[src/rtl/n_term_cfg_pkg.sv]
// n_term_cfg_pkg: shared types and constants for the north-terminal switch matrix.
//   state_t  - configuration FSM states (IDLE, SHIFT, COMMIT)
//   SEL_*    - per-output route select codes
//   SEL_W    - select bits per output
package n_term_cfg_pkg;

  localparam int SEL_W = 2;

  localparam logic [SEL_W-1:0] SEL_PASS = 2'd0;
  localparam logic [SEL_W-1:0] SEL_ROT  = 2'd1;
  localparam logic [SEL_W-1:0] SEL_ZERO = 2'd2;
  localparam logic [SEL_W-1:0] SEL_ONE  = 2'd3;

  typedef enum logic [1:0] {
    IDLE   = 2'd0,
    SHIFT  = 2'd1,
    COMMIT = 2'd2
  } state_t;

endpackage : n_term_cfg_pkg

[src/rtl/n_term_route_mux.sv]
// n_term_route_mux: single-output 4:1 route mux.
// Ports:
//   pass_in   in   own input wire (passthrough source)
//   rot_in    in   next lane of the same channel (rotate source)
//   sel       in   route select (SEL_PASS/SEL_ROT/SEL_ZERO/SEL_ONE)
//   route_out out  routed value
module n_term_route_mux
  import n_term_cfg_pkg::*;
(
  input  logic             pass_in,
  input  logic             rot_in,
  input  logic [SEL_W-1:0] sel,
  output logic             route_out
);

  // Select the routed value for this output.
  always_comb begin
    route_out = 1'b0;
    case (sel)
      SEL_PASS: route_out = pass_in;
      SEL_ROT:  route_out = rot_in;
      SEL_ZERO: route_out = 1'b0;
      SEL_ONE:  route_out = 1'b1;
      default:  route_out = pass_in;
    endcase
  end

endmodule : n_term_route_mux

[src/rtl/n_term_cfg_switch_matrix.sv]
// n_term_cfg_switch_matrix: north-terminal switch matrix with a serially loaded,
// atomically committed route table. Reset state is pure passthrough.
// Optional feature macro: N_TERM_CFG_SWITCH_MATRIX_PIPE_EN (registers to_S, latency 1).
// Ports:
//   UserCLK    in   fabric clock
//   UserRST_n  in   asynchronous active-low reset
//   from_N     in   CHANNELS*LANES input wires, index c*LANES+l
//   to_S       out  CHANNELS*LANES output wires, same indexing
//   cfg_start  in   begin a table load (IDLE only)
//   cfg_abort  in   abandon a load in progress (SHIFT only)
//   cfg_valid  in   cfg_bit valid this cycle
//   cfg_bit    in   serial config data, MSB first
//   cfg_ready  out  high in SHIFT
//   cfg_done   out  one-cycle pulse in COMMIT
//   cfg_busy   out  high in SHIFT or COMMIT
module n_term_cfg_switch_matrix
  import n_term_cfg_pkg::*;
#(
  parameter int CHANNELS = 8,
  parameter int LANES    = 2
) (
  input  logic                      UserCLK,
  input  logic                      UserRST_n,
  input  logic [CHANNELS*LANES-1:0] from_N,
  output logic [CHANNELS*LANES-1:0] to_S,
  input  logic                      cfg_start,
  input  logic                      cfg_abort,
  input  logic                      cfg_valid,
  input  logic                      cfg_bit,
  output logic                      cfg_ready,
  output logic                      cfg_done,
  output logic                      cfg_busy
);

  localparam int N     = CHANNELS * LANES;
  localparam int TOT   = N * SEL_W;
  localparam int CNT_W = $clog2(TOT + 1);

  state_t           state_r;
  logic [CNT_W-1:0] cnt_r;
  logic [TOT-1:0]   shadow_r;
  logic [TOT-1:0]   active_r;
  logic             ready_r;
  logic             done_r;
  logic             busy_r;
  logic [N-1:0]     route_s;
  logic             accept_s;

  assign accept_s  = cfg_valid & ready_r;
  assign cfg_ready = ready_r;
  assign cfg_done  = done_r;
  assign cfg_busy  = busy_r;

  // Config FSM: shift into shadow, commit shadow to active in one cycle.
  // Status outputs are registered alongside the state they describe.
  always_ff @(posedge UserCLK or negedge UserRST_n) begin
    if (!UserRST_n) begin
      state_r  <= IDLE;
      cnt_r    <= '0;
      shadow_r <= '0;
      active_r <= '0;
      ready_r  <= 1'b0;
      done_r   <= 1'b0;
      busy_r   <= 1'b0;
    end else begin
      case (state_r)
        IDLE: begin
          done_r <= 1'b0;
          if (cfg_start) begin
            state_r <= SHIFT;
            cnt_r   <= '0;
            ready_r <= 1'b1;
            busy_r  <= 1'b1;
          end else begin
            ready_r <= 1'b0;
            busy_r  <= 1'b0;
          end
        end
        SHIFT: begin
          // Abort takes priority over a simultaneous final accept.
          if (cfg_abort) begin
            state_r <= IDLE;
            cnt_r   <= '0;
            ready_r <= 1'b0;
            busy_r  <= 1'b0;
            done_r  <= 1'b0;
          end else if (accept_s) begin
            shadow_r <= {shadow_r[TOT-2:0], cfg_bit};
            if (cnt_r == CNT_W'(TOT - 1)) begin
              state_r <= COMMIT;
              cnt_r   <= CNT_W'(TOT);
              ready_r <= 1'b0;
              done_r  <= 1'b1;
            end else begin
              cnt_r <= cnt_r + CNT_W'(1);
            end
          end else begin
            state_r <= SHIFT;
          end
        end
        COMMIT: begin
          active_r <= shadow_r;
          state_r  <= IDLE;
          cnt_r    <= '0;
          done_r   <= 1'b0;
          busy_r   <= 1'b0;
          ready_r  <= 1'b0;
        end
        default: begin
          state_r <= IDLE;
          cnt_r   <= '0;
          ready_r <= 1'b0;
          done_r  <= 1'b0;
          busy_r  <= 1'b0;
        end
      endcase
    end
  end

  // One route mux per output; the rotate source is the next lane of the same
  // channel, which collapses to the own wire when LANES==1.
  for (genvar c = 0; c < CHANNELS; c++) begin : g_chan
    for (genvar l = 0; l < LANES; l++) begin : g_lane
      localparam int I = c * LANES + l;
      localparam int R = c * LANES + ((l + 1) % LANES);
      n_term_route_mux u_mux (
        .pass_in  (from_N[I]),
        .rot_in   (from_N[R]),
        .sel      (active_r[SEL_W*I +: SEL_W]),
        .route_out(route_s[I])
      );
    end
  end

`ifdef N_TERM_CFG_SWITCH_MATRIX_PIPE_EN
  logic [N-1:0] pipe_r;

  // Output pipe stage: to_S lags the route result by one clock.
  always_ff @(posedge UserCLK or negedge UserRST_n) begin
    if (!UserRST_n) begin
      pipe_r <= '0;
    end else begin
      pipe_r <= route_s;
    end
  end

  assign to_S = pipe_r;
`else
  assign to_S = route_s;
`endif

endmodule : n_term_cfg_switch_matrix

[config.mk]
export PLATFORM = sky130hd
export DESIGN_NAME = n_term_cfg_switch_matrix
export DESIGN_NICKNAME = d
export VERILOG_FILES = /design/src/rtl/n_term_cfg_pkg.sv /design/src/rtl/n_term_route_mux.sv /design/src/rtl/n_term_cfg_switch_matrix.sv
export SDC_FILE = /design/constraint.sdc
export NUM_CORES = 1
export LEC_CHECK = 0
export ABC_AREA = 1
export CORE_MARGIN = 2
export CORE_UTILIZATION = 50
export DETAILED_ROUTE_END_ITERATION = 7
export PLACE_DENSITY = 0.76
export SYNTH_ARGS = -nofsm -noshare
export SYNTH_HDL_FRONTEND = slang
export SYNTH_SLANG_ARGS = --single-unit
[constraint.sdc]
create_clock -name UserCLK -period 1.1 [get_ports UserCLK]
set_input_delay 0.275 -clock UserCLK [delete_from_list [all_inputs] [get_ports UserCLK]]
set_output_delay 0.275 -clock UserCLK [all_outputs]
set_load 0.01 [all_outputs]
[Word-level counts from Yosys, hierarchy flattened]
Index checks and enable logic that the tools add are counted.
Word-level totals
  flip-flop bits (word level): 75
  bits of input ports: 22
  memories kept: 0
  bits in writable memories: 0
  bits in latches: 0
  bits in read-only memories: 0
Cells by class
  equality and inequality tests: 56
  add/subtract/negate cells: 1
  multipliers: 0
  magnitude comparators: 0
  bitwise logic cells: 2
  mux-type cells: 37
  div/mod/pow operators: 0
  shift-type cells: 0
  reductions and logical operators: 21
Operators by type and width (count)
  $eq 2x2->1 const B: 33
  $pmux 1 s4: 16
  $eq 2x1->1 const B: 17
  $logic_not 2->1: 17
  $mux 6: 4
  $pmux 6 s2: 1
  $mux 1: 9
  $mux 2: 4
  $add 6x1->6 const B: 1
  $eq 6x5->1 const B: 1
  $ne 3x3->1 const B: 2
  $reduce_and 2->1: 3
  $ne 2x2->1 const B: 2
  $ne 4x4->1 const B: 1
  $pmux 1 s2: 2
  $pmux 2 s2: 1
  $reduce_and 3->1: 1
  $and 1x1->1: 1
  $not 1->1: 1

[Longest topological paths before layout]
Gate-level depths: netlist of the first run.
  word-level depth: 5
  gate-level depth with buffers: 9
  depth with buffers taken out: 9

[Hierarchy]
From an unflattened synthesis of the first run, not the netlist that was laid out.
Unflattened totals
  cells, all modules: 382
  area, all modules: 3224.3 µm²
By module, submodules not included
  n_term_cfg_switch_matrix: area each 2964.1 µm², cells each 318, times used 1, sequential area each 1876.8 µm²
  n_term_route_mux: area each 16.3 µm², cells each 4, times used 16, sequential area each 0.0 µm²

[Worst setup path before layout of the first run]
OpenSTA, ideal clock, no wires.
  path kind: reg-to-reg
  start point: register ready_r, in the netlist cfg_ready
  end point: register shadow_r[0]
  required time: 0.974 ns
  buffers on the path: 2
  slack: -0.099 ns
  cell stages (with the launch flop): 6
  period minus slack after synthesis: 1.199 ns
  arrival time: 1.073 ns
  setup time: 0.126 ns
  cells stage by stage: dfrtp_1 > nand2_1 > nor3_4 > buf_6 > buf_6 > o21ai_0
On the way
  word-level cells in the longest chain between the ends: 2
Ends and longest elaborated chain
  start: declaration: RTL line n_term_cfg_switch_matrix.sv:43  | logic ready_r;
  start signal: assignment: RTL line n_term_cfg_switch_matrix.sv:62  | ready_r <= 1'b0;
  start signal: assignment: RTL line n_term_cfg_switch_matrix.sv:72  | ready_r <= 1'b1;
  start signal: assignment: RTL line n_term_cfg_switch_matrix.sv:75  | ready_r <= 1'b0;
  $and 1x1->1: RTL line n_term_cfg_switch_matrix.sv:49  | assign accept_s = cfg_valid & ready_r;
  $reduce_and 3->1 (no line)
  end signal: assignment: RTL line n_term_cfg_switch_matrix.sv:88  | shadow_r <= {shadow_r[TOT-2:0], cfg_bit};
  end: declaration: RTL line n_term_cfg_switch_matrix.sv:41  | logic [TOT-1:0] shadow_r;
No other way between the ends.
A chain may end at the register's enable or synchronous reset.

[Worst setup path after layout of the first run]
  start point: register active_r[23]
  end point: output to_S[11]
On the way
  word-level cells in the longest chain between the ends: 2
  elaborated cells on any way between the ends: 5
  classes of those cells: eq/ne: 3; mux: 1; reduce/logical: 1
Ends and longest elaborated chain
  start: declaration: RTL line n_term_cfg_switch_matrix.sv:42  | logic [TOT-1:0] active_r;
  start signal: assignment: RTL line n_term_cfg_switch_matrix.sv:102  | active_r <= shadow_r;
  $eq 2x2->1, or another cell as far along: RTL line n_term_route_mux.sv:19  | case (sel)
  $pmux 1 s4 *: RTL line n_term_route_mux.sv:19
  end: declaration: RTL line n_term_cfg_switch_matrix.sv:25  | output logic [CHANNELS*LANES-1:0] to_S,
Mark *: on every way between the ends. The rest lies on a longest branch, timed or not.

==> results by group, run 1 <==
Route
  • Via Count: 3591
  • Length of the first detailed-routing pass in iterations: 7
  • Count of unresolved DRC violations after routing: 0
  • DR iter-0 viols: 371
  • Routed vias/inst: 6.08
  • Routed length per placed instance: 23.8 µm
  • Sum of routed wire length over all layers: 14100 µm
  • Remaining antenna violation count: 0

Floorplan
  • Initial core utilization: 52.2%
  • IO Count: 41
  • Placement Rows: 29
  • Die outline height: 85.7 µm
  • Placeable core area: 6390 µm²
  • Die footprint: 7340 µm²
  • Die Width: 85.7 µm

Cells and area
  • Number of nets in the layout: 532
  • Final cell count without fillers: 591
  • Layout cell share with drive strength beyond 1: 57.8%
  • Area Growth Syn to Fin: 70.5%
  • Number of antenna diodes: 0
  • Final instance area: 5690 µm²

Logic synthesis
  • Number of instances in the synthesized netlist: 396
  • Avg Inst Size Synth: 8.42 µm²
  • Distinct cell type count after synthesis: 18
  • Post-Synthesis Net Count: 419
  • Post-synthesis cell type with the largest combined area: sky130_fd_sc_hd__dfrtp_1
  • Synthesis-stage register bit count: 75
  • Number of enable flip-flop cells after synthesis: 0
  • Dominant synthesized flop cell: sky130_fd_sc_hd__dfrtp_1
  • Synthesized area: 3340 µm²
  • Area contributors post-synth: sky130_fd_sc_hd__dfrtp_1, sky130_fd_sc_hd__nand2_1, sky130_fd_sc_hd__o21ai_0
  • Top cells by count, synth: sky130_fd_sc_hd__nand2_1, sky130_fd_sc_hd__dfrtp_1, sky130_fd_sc_hd__o21ai_0
  • Warnings, synthesis: 0
  • Seq/Total Area, Yosys: 56.3%
  • Share of async-settable or async-resettable flops after synthesis: 100%
  • Most common cell in the synthesized netlist: sky130_fd_sc_hd__nand2_1
  • Post-synth top area share: 56.3%

Timing
  • Max Clock Skew: 0.0198 ns
  • Max Transition Viols Final: 0
  • Slew headroom: 72.3%
  • Final hold vios: 0
  • Setup repair after global routing missed its margin: true
  • Worst-Margin Slew: 0.416 ns
  • Highest clock frequency the design can meet: 623 MHz
  • Post-layout min period: 1.61 ns
  • Share of the cycle needed by the critical path after routing: 146%
  • Setup slack after layout: -0.506 ns
  • Final setup viols: 93

Global routing
  • Via count of the first global-routing pass: 3330
  • Congestion Overflow GR: 0
  • First-pass GRT wire length: 17400 µm
  • Number of antenna violations at the first check in global routing: 0
  • Tot GR Track Use: 31.9%
  • Maximum number of pins on one net before global-route repair: 76

Status
  • Violated checks: negative setup slack
  • Run status: complete, but fails checks

Placement
  • Half-perimeter wire length after placement: 4110 µm
  • Number of buffers added on ports: 40
  • Area after detailed placement: 3910 µm²
  • Placed Cells: 515
  • Routability congestion estimate: 0.851

Power and ir drop
  • Design internal power: 5.72 mW
  • Largest voltage drop on the vdd net: 0.00203 V
  • Power per unit of standard cell area: 1650 nW/µm²
  • Logic gate share of total power: 32.6%
  • Portion of total power attributed to the clock network: 24.0%
  • Lkg Pwr: 2.89 nW
  • Switching power of the nets: 3.66 mW
  • Sequential power share: 43.5%
  • Net switching fraction of the power: 39.0%

Clock network
  • Clk_lat worst skew: 0.38 ns
  • CTS Sinks: 75
  • Clock tree from TritonCTS: built
  • Buffers from clock root to sink, at most: 2
  • CTS Root Cell: sky130_fd_sc_hd__clkbuf_8
  • Deepest level of the CTS H-tree: 3
  • Clock-pin slew on the worst setup and hold paths: 0.09 ns
  • Clock buffers created by TritonCTS: 9

Critical path
  • Cells along the critical path: inv_2 -> a21oi_2 -> a31oi_1 -> buf_2
  • Critical Path RT: 0.82 ns
  • Critical path class: reg -> out
  • Slowest stage cell, crit path: sky130_fd_sc_hd__dfrtp_1
  • Startpoint type of the worst setup path: flop
  • Crit path capture type: output port
  • Data arrival time of the worst path: 1.33 ns
  • Delay contributed by the slowest stage of the critical path: 0.43 ns
  • Largest fanout on the critical path: 2

Run
  • Reported max-cap violation count: 0

Hold path
  • Type of the tightest min-delay check: in -> async
registers in the layout, summed over array words and instances, names as in the netlist:
signal and flops:
shadow_r 32, cfg_busy 1, cfg_done 1, cfg_ready 1, cnt_r 6, state_r 2, active_r 32
timing repair:
item,4_1_cts,5_1_grt
buffers inserted,29,30
gates resized for setup,264,165
pin swaps,20,18
cloned,18,0
hold endpoints to repair,75,0
hold buffers,1,0
setup endpoints to repair,91,94
power groups by stage:
stage                     combinational, mW  clock [mW]  sequential (mW)
final                                  3.05        2.25             4.08
after global routing                   3.21        2.31             4.08
after CTS                              2.31        2.09             3.74
after detailed placement               1.46           0             3.73
after global placement                 1.43           0             3.71
after floorplan                       0.924           0             3.68
worst max-delay path, delay by kind of cell, from the launching register on:
family	cells	cell delay (ns)
buffers and inverters	2	0.27
AO/OA/AOI/OAI	2	0.25
flip-flops	1	0.43
placed cells by master (no fill, tap or decap), types with 3 or more instances in the layout:
| master | Yosys | routed |
|---|---|---|
| sky130_fd_sc_hd__buf_6 | 3 | 21 |
| sky130_fd_sc_hd__nor2_1 | 19 | 10 |
| sky130_fd_sc_hd__inv_2 | 1 | 5 |
| sky130_fd_sc_hd__nand2_4 | 0 | 44 |
| sky130_fd_sc_hd__a21oi_2 | 0 | 3 |
| sky130_fd_sc_hd__dlygate4sd2_1 | 0 | 4 |
| sky130_fd_sc_hd__inv_1 | 53 | 48 |
| sky130_fd_sc_hd__nand2_2 | 0 | 30 |
| sky130_fd_sc_hd__nand3_2 | 0 | 4 |
| sky130_fd_sc_hd__clkbuf_8 | 0 | 13 |
| sky130_fd_sc_hd__nor2_4 | 0 | 3 |
| sky130_fd_sc_hd__a31oi_1 | 4 | 4 |
| sky130_fd_sc_hd__buf_12 | 0 | 12 |
| sky130_fd_sc_hd__o21ai_4 | 0 | 6 |
| sky130_fd_sc_hd__o21ai_1 | 17 | 13 |
| sky130_fd_sc_hd__buf_4 | 16 | 45 |
| sky130_fd_sc_hd__dfrtp_1 | 75 | 73 |
| sky130_fd_sc_hd__nor2_2 | 0 | 6 |
| sky130_fd_sc_hd__buf_2 | 6 | 18 |
| sky130_fd_sc_hd__nand2_1 | 116 | 41 |
| sky130_fd_sc_hd__nand3_1 | 9 | 3 |
| sky130_fd_sc_hd__buf_8 | 0 | 6 |
| sky130_fd_sc_hd__buf_16 | 0 | 8 |
| sky130_fd_sc_hd__o21ai_2 | 0 | 60 |
| sky130_fd_sc_hd__clkdlybuf4s50_1 | 0 | 16 |
cell families after synthesis:
group	after synthesis	synth area share [%]
and+or+nand+nor	146	17.2
AOI/OAI and AO/OA	91	14.1
buffers and inverters	83	12.0
DFF	75	56.3
adders and majority gates	1	0.375
path summary, 6_finish.rpt:
kind	startpoint	endpoint	slack, ns	cells past startpoint
worst max-delay path	active_r[23]$_DFFE_PN0N_	to_S[11]	-0.51	4
worst min-delay path	UserRST_n	cfg_done$_DFFE_PN0P_	0.44	3
worst max register to register	state_r[1]$_DFFE_PN0P_	shadow_r[29]$_DFFE_PN0P_	-0.28	8
worst min register to register	cfg_busy$_DFFE_PN0N_	cfg_busy$_DFFE_PN0N_	0.48	2
max in group asynchronous	UserRST_n	active_r[1]$_DFFE_PN0N_	0.29	3
min in group UserCLK	cfg_busy$_DFFE_PN0N_	cfg_busy$_DFFE_PN0N_	0.48	2
through the flow:
stage	util, %	setup TNS [ns]	worst slack (ns)	hold WS, ns	total power, mW
after floorplan	-	-2.21	-0.0825	-0.0206	4.60
after global placement	61.3	-30.57	-0.813	0.336	5.13
after detailed placement	61.3	-31.63	-0.786	0.341	5.20
after CTS	81.5	-23.47	-0.351	0.482	8.14
after global routing	89.0	-23.25	-0.513	0.512	9.60
final	89.0	-21.38	-0.506	0.440	9.37
layout make-up:
class / instances / area (µm²)
Multi-Input combinational cell: 238 / 1890
Sequential cell: 75 / 1880
Timing Repair Buffer: 131 / 1420
Fill cell: 241 / 699
Inverter: 54 / 205
Clock buffer: 13 / 179
Tap cell: 77 / 96.3
Clock inverter: 3 / 18.8
metal layers:
| metal | up-vias | GRT usage [%] | part of all wire (%) |
|---|---|---|---|
| li1 | 1459 | - | - |
| met1 | 1770 | 40.2 | 36 |
| met2 | 280 | 52.7 | 50 |
| met3 | 82 | 5.87 | 8.7 |
| met4 | 0 | 16.6 | 5.4 |
| met5 | - | 0 | 0 |
(Power assumes the default switching activity.)
==> run 2, diff against run 1 <==
--- a/config.mk
+++ b/config.mk
@@ -7,9 +7,10 @@
 export LEC_CHECK = 0
 export ABC_AREA = 1
 export CORE_MARGIN = 2
-export CORE_UTILIZATION = 50
+export CORE_UTILIZATION = 56
 export DETAILED_ROUTE_END_ITERATION = 7
-export PLACE_DENSITY = 0.76
+export DONT_BUFFER_PORTS = 1
+export PLACE_DENSITY = 0.74
 export SYNTH_ARGS = -nofsm -noshare
 export SYNTH_HDL_FRONTEND = slang
 export SYNTH_SLANG_ARGS = --single-unit
==> run 2 against run 1 <==
Compared with the run above:
- critical endpoint unchanged
- flip-flop and latch count unchanged
- die area decreased by 10%
- first-iteration DRC count increased by 32%
- the run ends with negative hold slack, negative setup slack left
- sequential share of layout area increased by 1.8 points
- cell area decreased by 5.1%
- clock skew decreased by 0.0032 ns
- critical path depth decreased by 2
- combinational power decreased by 2%
- fmax decreased by 3.9%
==> results by group, run 2 (synthesis gave the netlist of run 1 again) <==
Cells and area
  • Area Growth Syn to Fin: 61.8% (was 70.5%)
  • Total area of multi-input combinational cells: 1890 µm² (about the same)
  • Count of filler cells inserted in the layout: 172 (was 241)
  • Layout cell share with drive strength beyond 1: 59.9% (was 57.8%)
  • Final instance area: 5400 µm² (was 5690 µm²)
  • Number of nets in the layout: 487 (was 532)
  • Register area: 1880 µm² (unchanged)
  • Commonest non-fill, non-tap cell in the layout: sky130_fd_sc_hd__dfrtp_1 (unchanged)
  • Utilization of the core after routing: 92.2% (was 89.0%)
  • Highest-count cells in the layout ignoring fill and taps: sky130_fd_sc_hd__dfrtp_1, sky130_fd_sc_hd__o21ai_2, sky130_fd_sc_hd__nand2_2 (was sky130_fd_sc_hd__dfrtp_1, sky130_fd_sc_hd__o21ai_2, sky130_fd_sc_hd__inv_1)
  • Leading registers by flop count: active_r: 32 flops, shadow_r: 32 flops, cnt_r: 6 flops (unchanged)

Placement
  • Setup Slack @ Placement: -0.176 ns (was -0.786 ns)
  • Half-perimeter wire length after placement: 3920 µm (was 4110 µm)
  • Routability congestion estimate: 0.894 (was 0.851)
  • Area after detailed placement: 3440 µm² (was 3910 µm²)
  • Number of buffers added on ports: 0 (was 40)

Global routing
  • Via count of the first global-routing pass: 3182 (was 3330)
  • Met2 Use GR: 59.2% (was 52.7%)
  • First-pass GRT wire length: 16200 µm (was 17400 µm)
  • Met3 usage: 8.22% (was 5.87%)
  • Congestion Overflow GR: 0 (unchanged)
  • GR Util met1: 38.0% (was 40.2%)
  • Most Crowded Layer GR: met2 (unchanged)
  • Tot GR Track Use: 33.9% (was 31.9%)
  • Maximum number of pins on one net before global-route repair: 76 (unchanged)
  • Number of antenna violations at the first check in global routing: 2 (was 0)

Critical path
  • Cells along the critical path: a21oi_2 -> a31oi_4 (was inv_2 -> a21oi_2 -> a31oi_1 -> buf_2)
  • CP bufs+invs: 0 (was 2)
  • Delay contributed by the slowest stage of the critical path: 0.51 ns (was 0.43 ns)
  • Data arrival time of the worst path: 1.40 ns (was 1.33 ns)
  • Slowest stage cell, crit path: sky130_fd_sc_hd__dfrtp_2 (was sky130_fd_sc_hd__dfrtp_1)
  • Startpoint type of the worst setup path: flop (unchanged)
  • Crit path capture type: output port (unchanged)
  • Critical Path RT: 0.82 ns (about the same)
  • Crit path max-delay family: flip-flops (unchanged)
  • Largest fanout on the critical path: 3 (was 2)
  • Critical path class: reg -> out (unchanged)

Power and ir drop
  • Largest voltage drop on the vdd net: 0.00154 V (was 0.00203 V)
  • Post-layout power: 9.08 mW (was 9.37 mW)
  • Lkg Pwr: 2.63 nW (was 2.89 nW)
  • Power per unit of standard cell area: 1680 nW/µm² (was 1650 nW/µm²)

Timing
  • Max Clock Skew: 0.0166 ns (was 0.0198 ns)
  • Setup slack after layout: -0.571 ns (was -0.506 ns)
  • Highest clock frequency the design can meet: 598 MHz (was 623 MHz)
  • Final worst hold slack: -0.407 ns (was 0.440 ns)
  • Slew headroom: 70.6% (was 72.3%)
  • Final setup viols: 91 (was 93)
  • Worst-Margin Slew: 0.440 ns (was 0.416 ns)
  • Post-layout min period: 1.67 ns (was 1.61 ns)
  • Max Transition Viols Final: 0 (unchanged)
  • Final hold vios: 75 (was 0)
  • Setup repair after global routing missed its margin: true (unchanged)
  • Final total negative setup slack: -21.61 ns (was -21.38 ns)
  • Share of the cycle needed by the critical path after routing: 152% (was 146%)

Clock network
  • Deepest level of the CTS H-tree: 3 (unchanged)
  • Clock buffers created by TritonCTS: 9 (unchanged)
  • CTS Root Cell: sky130_fd_sc_hd__clkbuf_8 (unchanged)
  • Buffers from clock root to sink, at most: 2 (unchanged)
  • Clock tree from TritonCTS: built (unchanged)
  • Clk_lat worst skew: 0.37 ns (was 0.38 ns)
  • CTS Sinks: 75 (unchanged)
  • Clock-pin slew on the worst setup and hold paths: 0.09 ns (about the same)

Route
  • Via Count: 3569 (was 3591)
  • DR iter-0 viols: 489 (was 371)
  • Routed vias/inst: 6.57 (was 6.08)
  • Routed length per placed instance: 28.2 µm (was 23.8 µm)
  • Length of the first detailed-routing pass in iterations: 7 (unchanged)
  • Remaining antenna violation count: 0 (unchanged)
  • Count of unresolved DRC violations after routing: 0 (unchanged)
  • Sum of routed wire length over all layers: 15300 µm (was 14100 µm)

Status
  • Run status: complete, but fails checks (unchanged)
  • Violated checks: negative hold slack, negative setup slack (was negative setup slack)

Run
  • Reported max-cap violation count: 0 (unchanged)

Floorplan
  • Placement Rows: 28 (was 29)
  • Initial core utilization: 57.0% (was 52.2%)
  • Die Width: 81.2 µm (was 85.7 µm)
  • IO Count: 41 (unchanged)
  • Placeable core area: 5850 µm² (was 6390 µm²)
  • Die footprint: 6590 µm² (was 7340 µm²)
  • Die outline height: 81.2 µm (was 85.7 µm)

Hold path
  • Type of the tightest min-delay check: in -> async (unchanged)
-- run 2: cell count changes in the layout (fill, tap and decap cells not counted), sizes merged --
cell,delta
diode,+2
clkinvlp,+1
dlygate4sd3,-1
clkbuf,-2
dlygate4sd2,-4
clkdlybuf4s50,-16
buf,-25
inv,-1
-- run 2: per-layer routing --
metal | share of wire [%] | wire (µm)
met4 | 8.8 | 1350
met5 | 0 | 0
met1 | 33 | 4980
met3 | 13 | 2050
met2 | 45 | 6910
-- run 2: path summary, 6_finish.rpt --
path                                           from                        to  slack, ns  cells past startpoint
min in group UserCLK                      cfg_start      cfg_busy$_DFFE_PN0N_       0.05                      2
min reg2reg                shadow_r[25]$_DFFE_PN0P_  shadow_r[26]$_DFFE_PN0P_       0.51                      2
max reg2reg                  state_r[1]$_DFFE_PN0P_  shadow_r[17]$_DFFE_PN0P_      -0.39                      9
max                        active_r[22]$_DFFE_PN0N_                  to_S[11]      -0.57                      2
min                                       UserRST_n  active_r[13]$_DFFE_PN0N_      -0.41                      0
max in group asynchronous                 UserRST_n  active_r[22]$_DFFE_PN0N_       1.38                      0
-- run 2: cell type report --
cell class,instances,area share (%)
Multi-Input combinational cell,238,35.1
Sequential cell,75,34.8
Timing Repair Buffer,86,21.5
Inverter,54,3.90
Clock buffer,10,2.55
Tap cell,75,1.74
Clock inverter,3,0.325
Antenna cell,2,0.0927
-- run 2: what timing repair did --
item,CTS,global route
endpoints found under the setup margin,90,92
pin swaps,38,29
gates cloned,17,1
setup buffers,35,24
hold endpoints to repair,75,75
resized for setup,199,142
-- run 2: per-stage QoR --
| stage | instances | hold slack, ns |
|---|---|---|
| 2_1_floorplan | 396 | -0.0206 |
| 3_3_place_gp | 463 | -0.0188 |
| 3_5_place_dp | 463 | -0.0190 |
| 4_1_cts | 527 | -0.388 |
| 5_1_grt | 543 | -0.410 |
| 6_report | 543 | -0.407 |
-- run 2: where the power goes --
group / leakage (nW) / total [mW] / switching, mW / internal, mW
Sequential: 0.987 / 4.12 / 0.748 / 3.37
Combinational: 1.56 / 3.00 / 1.78 / 1.22
Clock: 0.0799 / 1.95 / 1.12 / 0.837
Total: 2.63 / 9.08 / 3.65 / 5.43
==> run 3, diff against run 2 <==
--- a/config.mk
+++ b/config.mk
@@ -5,7 +5,6 @@
 export SDC_FILE = /design/constraint.sdc
 export NUM_CORES = 1
 export LEC_CHECK = 0
-export ABC_AREA = 1
 export CORE_MARGIN = 2
 export CORE_UTILIZATION = 56
 export DETAILED_ROUTE_END_ITERATION = 7
==> run 3 against run 2 <==
Compared with the run above:
- the flow still finishes with violations (negative hold slack, negative setup slack)
- core utilization decreased by 7.4 points
- fmax up 6.0%
- clock-buffer cell count grew 4
- synthesized cell count shrank 16%
- final cell count shrank 14%
- sequential share of layout area increased by 3.3 points
- hold slack better by 0.013 ns
- flip-flop and latch count did not move
- via count down 25%
- critical path type is now reg -> reg
- critical endpoint is now cnt_r[1]$_DFFE_PN0P_
- largest cell class unchanged
==> results by group, run 3 <==
Status
  • Run status: complete, but fails checks (unchanged)
  • Violated checks: negative hold slack, negative setup slack (unchanged)

Placement
  • Half-perimeter wire length after placement: 3920 µm (about the same)
  • Routability congestion estimate: 0.794 (was 0.894)
  • Area after detailed placement: 3640 µm² (was 3440 µm²)
  • Number of buffers added on ports: 0 (unchanged)

Global routing
  • Maximum number of pins on one net before global-route repair: 76 (unchanged)
  • First-pass GRT wire length: 13300 µm (was 16200 µm)
  • Number of antenna violations at the first check in global routing: 0 (was 2)
  • Via count of the first global-routing pass: 2671 (was 3182)
  • Congestion Overflow GR: 0 (unchanged)
  • Tot GR Track Use: 27.9% (was 33.9%)

Logic synthesis
  • Post-Synthesis Net Count: 356 (was 419)
  • Warnings, synthesis: 0 (unchanged)
  • Share of async-settable or async-resettable flops after synthesis: 100% (unchanged)
  • Area contributors post-synth: sky130_fd_sc_hd__dfrtp_1, sky130_fd_sc_hd__nand2_1, sky130_fd_sc_hd__mux2_2 (was sky130_fd_sc_hd__dfrtp_1, sky130_fd_sc_hd__nand2_1, sky130_fd_sc_hd__o21ai_0)
  • Synthesis-stage register bit count: 75 (unchanged)
  • Post-synthesis cell type with the largest combined area: sky130_fd_sc_hd__dfrtp_1 (unchanged)
  • Dominant synthesized flop cell: sky130_fd_sc_hd__dfrtp_1 (unchanged)
  • Most common cell in the synthesized netlist: sky130_fd_sc_hd__nand2_1 (unchanged)
  • Synthesized area: 3330 µm² (was 3340 µm²)
  • Number of enable flip-flop cells after synthesis: 0 (unchanged)
  • Number of instances in the synthesized netlist: 333 (was 396)
  • Seq/Total Area, Yosys: 56.4% (was 56.3%)
  • Post-synth top area share: 56.4% (was 56.3%)
  • Avg Inst Size Synth: 9.99 µm² (was 8.42 µm²)
  • Top cells by count, synth: sky130_fd_sc_hd__nand2_1, sky130_fd_sc_hd__dfrtp_1, sky130_fd_sc_hd__mux2_2 (was sky130_fd_sc_hd__nand2_1, sky130_fd_sc_hd__dfrtp_1, sky130_fd_sc_hd__o21ai_0)
  • Distinct cell type count after synthesis: 32 (was 18)

Clock network
  • Clock buffers created by TritonCTS: 9 (unchanged)
  • Deepest level of the CTS H-tree: 3 (unchanged)
  • Buffers from clock root to sink, at most: 2 (unchanged)
  • Clk_lat worst skew: 0.35 ns (was 0.37 ns)
  • Clock-pin slew on the worst setup and hold paths: 0.08 ns (was 0.09 ns)
  • Clock tree from TritonCTS: built (unchanged)
  • CTS Root Cell: sky130_fd_sc_hd__clkbuf_8 (unchanged)
  • CTS Sinks: 75 (unchanged)

Floorplan
  • Placement Rows: 28 (unchanged)
  • Initial core utilization: 57.2% (was 57.0%)
  • Die footprint: 6580 µm² (was 6590 µm²)
  • Die outline height: 81.1 µm (was 81.2 µm)
  • Die Width: 81.1 µm (was 81.2 µm)
  • IO Count: 41 (unchanged)
  • Placeable core area: 5820 µm² (was 5850 µm²)

Timing
  • Setup repair after global routing missed its margin: true (unchanged)
  • Share of the cycle needed by the critical path after routing: 143% (was 152%)
  • Max Transition Viols Final: 0 (unchanged)
  • Max Clock Skew: 0.0107 ns (was 0.0166 ns)
  • Highest clock frequency the design can meet: 634 MHz (was 598 MHz)
  • Slew headroom: 81.9% (was 70.6%)
  • Final setup viols: 91 (unchanged)
  • Final worst hold slack: -0.394 ns (was -0.407 ns)
  • Post-layout min period: 1.58 ns (was 1.67 ns)
  • Setup slack after layout: -0.477 ns (was -0.571 ns)
  • Final hold vios: 75 (unchanged)
  • Worst-Margin Slew: 0.269 ns (was 0.440 ns)

Critical path
  • Critical Path RT: 1.33 ns (was 0.82 ns)
  • Beginning of the worst register-to-register path: cnt_r[1]$_DFFE_PN0P_ (was state_r[1]$_DFFE_PN0P_)
  • CP bufs+invs: 0 (unchanged)
  • Slowest stage cell, crit path: sky130_fd_sc_hd__or3b_4 (was sky130_fd_sc_hd__dfrtp_2)
  • Crit path max-delay family: simple AND/OR/NAND/NOR gates (was flip-flops)
  • Startpoint type of the worst setup path: flop (unchanged)
  • Reg-to-reg endpoint: cnt_r[1]$_DFFE_PN0P_ (was shadow_r[17]$_DFFE_PN0P_)
  • Crit path capture type: flop (was output port)
  • Delay contributed by the slowest stage of the critical path: 0.42 ns (was 0.51 ns)
  • Data arrival time of the worst path: 1.81 ns (was 1.40 ns)
  • Critical path class: reg -> reg (was reg -> out)
  • Cells along the critical path: ha_4 -> nand3_4 -> or3b_4 -> and3_4 -> mux2_4 (was a21oi_2 -> a31oi_4)
  • Minimum setup slack among reg-to-reg paths: -0.48 ns (was -0.39 ns)
  • Logic depth of the worst register-to-register path: 5 (was 9)
  • Largest fanout on the critical path: 3 (unchanged)

Cells and area
  • Commonest non-fill, non-tap cell in the layout: sky130_fd_sc_hd__dfrtp_1 (unchanged)
  • Number of nets in the layout: 409 (was 487)
  • Number of antenna diodes: 0 (was 2)
  • Total area of multi-input combinational cells: 2010 µm² (was 1890 µm²)
  • Final instance area: 4930 µm² (was 5400 µm²)
  • Layout cell share with drive strength beyond 1: 61.9% (was 59.9%)
  • Count of filler cells inserted in the layout: 289 (was 172)
  • Register area: 1880 µm² (about the same)
  • Area Growth Syn to Fin: 48.2% (was 61.8%)
  • Leading registers by flop count: active_r: 32 flops, shadow_r: 32 flops, cnt_r: 6 flops (unchanged)
  • Highest-count cells in the layout ignoring fill and taps: sky130_fd_sc_hd__dfrtp_1, sky130_fd_sc_hd__nand2_2, sky130_fd_sc_hd__buf_4 (was sky130_fd_sc_hd__dfrtp_1, sky130_fd_sc_hd__o21ai_2, sky130_fd_sc_hd__nand2_2)

Route
  • WL met1: 3860 µm (was 4980 µm)
  • Routed vias/inst: 5.75 (was 6.57)
  • Sum of routed wire length over all layers: 9630 µm (was 15300 µm)
  • Length of the first detailed-routing pass in iterations: 4 (was 7)
  • Remaining antenna violation count: 0 (unchanged)
  • Met2 routed wirelength: 5220 µm (was 6910 µm)
  • Count of unresolved DRC violations after routing: 0 (unchanged)
  • Routed wl met3: 439 µm (was 2050 µm)
  • DR iter-0 viols: 154 (was 489)
  • Via Count: 2679 (was 3569)
  • Routed length per placed instance: 20.7 µm (was 28.2 µm)
  • Top metal layer carrying routed signals: met4 (unchanged)

Power and ir drop
  • Post-layout power: 6.87 mW (was 9.08 mW)
  • Power per unit of standard cell area: 1390 nW/µm² (was 1680 nW/µm²)
  • Lkg Pwr: 2.58 nW (was 2.63 nW)
  • Largest voltage drop on the vdd net: 0.00117 V (was 0.00154 V)

Run
  • Reported max-cap violation count: 0 (unchanged)

Hold path
  • Type of the tightest min-delay check: in -> async (unchanged)
-- run 3: cell types whose count changed after synthesis, moves of 3 or more --
cell | previous run | this run
sky130_fd_sc_hd__buf_2 | 6 | 3
sky130_fd_sc_hd__buf_4 | 16 | 20
sky130_fd_sc_hd__buf_6 | 3 | 0
sky130_fd_sc_hd__inv_1 | 53 | 1
sky130_fd_sc_hd__mux2_2 | 0 | 31
sky130_fd_sc_hd__nand2_1 | 116 | 119
sky130_fd_sc_hd__nand2b_1 | 0 | 8
sky130_fd_sc_hd__nand3_1 | 9 | 3
sky130_fd_sc_hd__nor2_1 | 19 | 14
sky130_fd_sc_hd__nor2b_1 | 0 | 3
sky130_fd_sc_hd__nor3_1 | 0 | 3
sky130_fd_sc_hd__o21ai_0 | 62 | 22
sky130_fd_sc_hd__o21ai_1 | 17 | 0
sky130_fd_sc_hd__o31ai_1 | 4 | 0
-- run 3: cell type report --
type / instances / area share, %
Inverter: 1 / 0.0761
Tap cell: 75 / 1.90
Clock inverter: 2 / 0.254
Timing Repair Buffer: 69 / 16.0
Multi-Input combinational cell: 230 / 40.8
Clock buffer: 14 / 2.89
Sequential cell: 75 / 38.1
-- run 3: cells by family (layout without fill, tap and decap cells) --
group	Yosys count	count (layout)	share of synthesized area [%]
AND/OR/NAND/NOR	159	160	20.3
flip-flops	75	75	56.4
AO/OA/AOI/OAI	35	35	5.87
multiplexers	34	34	11.5
buffers and inverters	29	86	5.64
adder cells (fa/ha/maj)	1	1	0.376
-- run 3: power by group --
part | internal, mW | switching [mW] | leakage [nW]
logic | 1.02 | 0.848 | 1.47
registers | 2.93 | 0.209 | 1.04
clock network | 0.823 | 1.04 | 0.0747
-- run 3: per-stage QoR --
step	setup slack [ns]	instances	utilization, %	hold slack [ns]	setup TNS [ns]
floorplan	-0.489	333	-	-0.0206	-15.58
global placement	-0.428	411	62.5	-0.0187	-19.18
detailed placement	-0.470	411	62.5	-0.0187	-20.52
CTS	-0.425	467	78.3	-0.397	-23.53
global route	-0.511	466	84.8	-0.409	-29.64
finish	-0.477	466	84.8	-0.394	-26.99
-- run 3: metal layers --
metal,vias up,GRT usage (%)
li1,1189,-
met1,1378,33.9
met2,95,47.9
met3,17,6.56
met4,0,11.5
met5,-,0
-- run 3: how the worst max path moves through the flow --
stage	from	end	slack, ns	cells after the start
after floorplan	cnt_r[0]$_DFFE_PN0P_	cnt_r[1]$_DFFE_PN0P_	-0.49	5
after global placement	cnt_r[1]$_DFFE_PN0P_	cnt_r[1]$_DFFE_PN0P_	-0.43	5
after detailed placement	cnt_r[1]$_DFFE_PN0P_	cnt_r[1]$_DFFE_PN0P_	-0.47	5
after CTS	cnt_r[0]$_DFFE_PN0P_	cnt_r[1]$_DFFE_PN0P_	-0.42	5
after global routing	cnt_r[1]$_DFFE_PN0P_	cnt_r[1]$_DFFE_PN0P_	-0.51	5
final	cnt_r[1]$_DFFE_PN0P_	cnt_r[1]$_DFFE_PN0P_	-0.48	5
-- run 3: what timing repair did --
item | CTS | global route
cloned | 9 | 1
pin swaps | 92 | 52
gates resized for setup | 110 | 112
setup endpoints to repair | 91 | 92
hold endpoints to repair | 75 | 75
setup buffers | 31 | 3
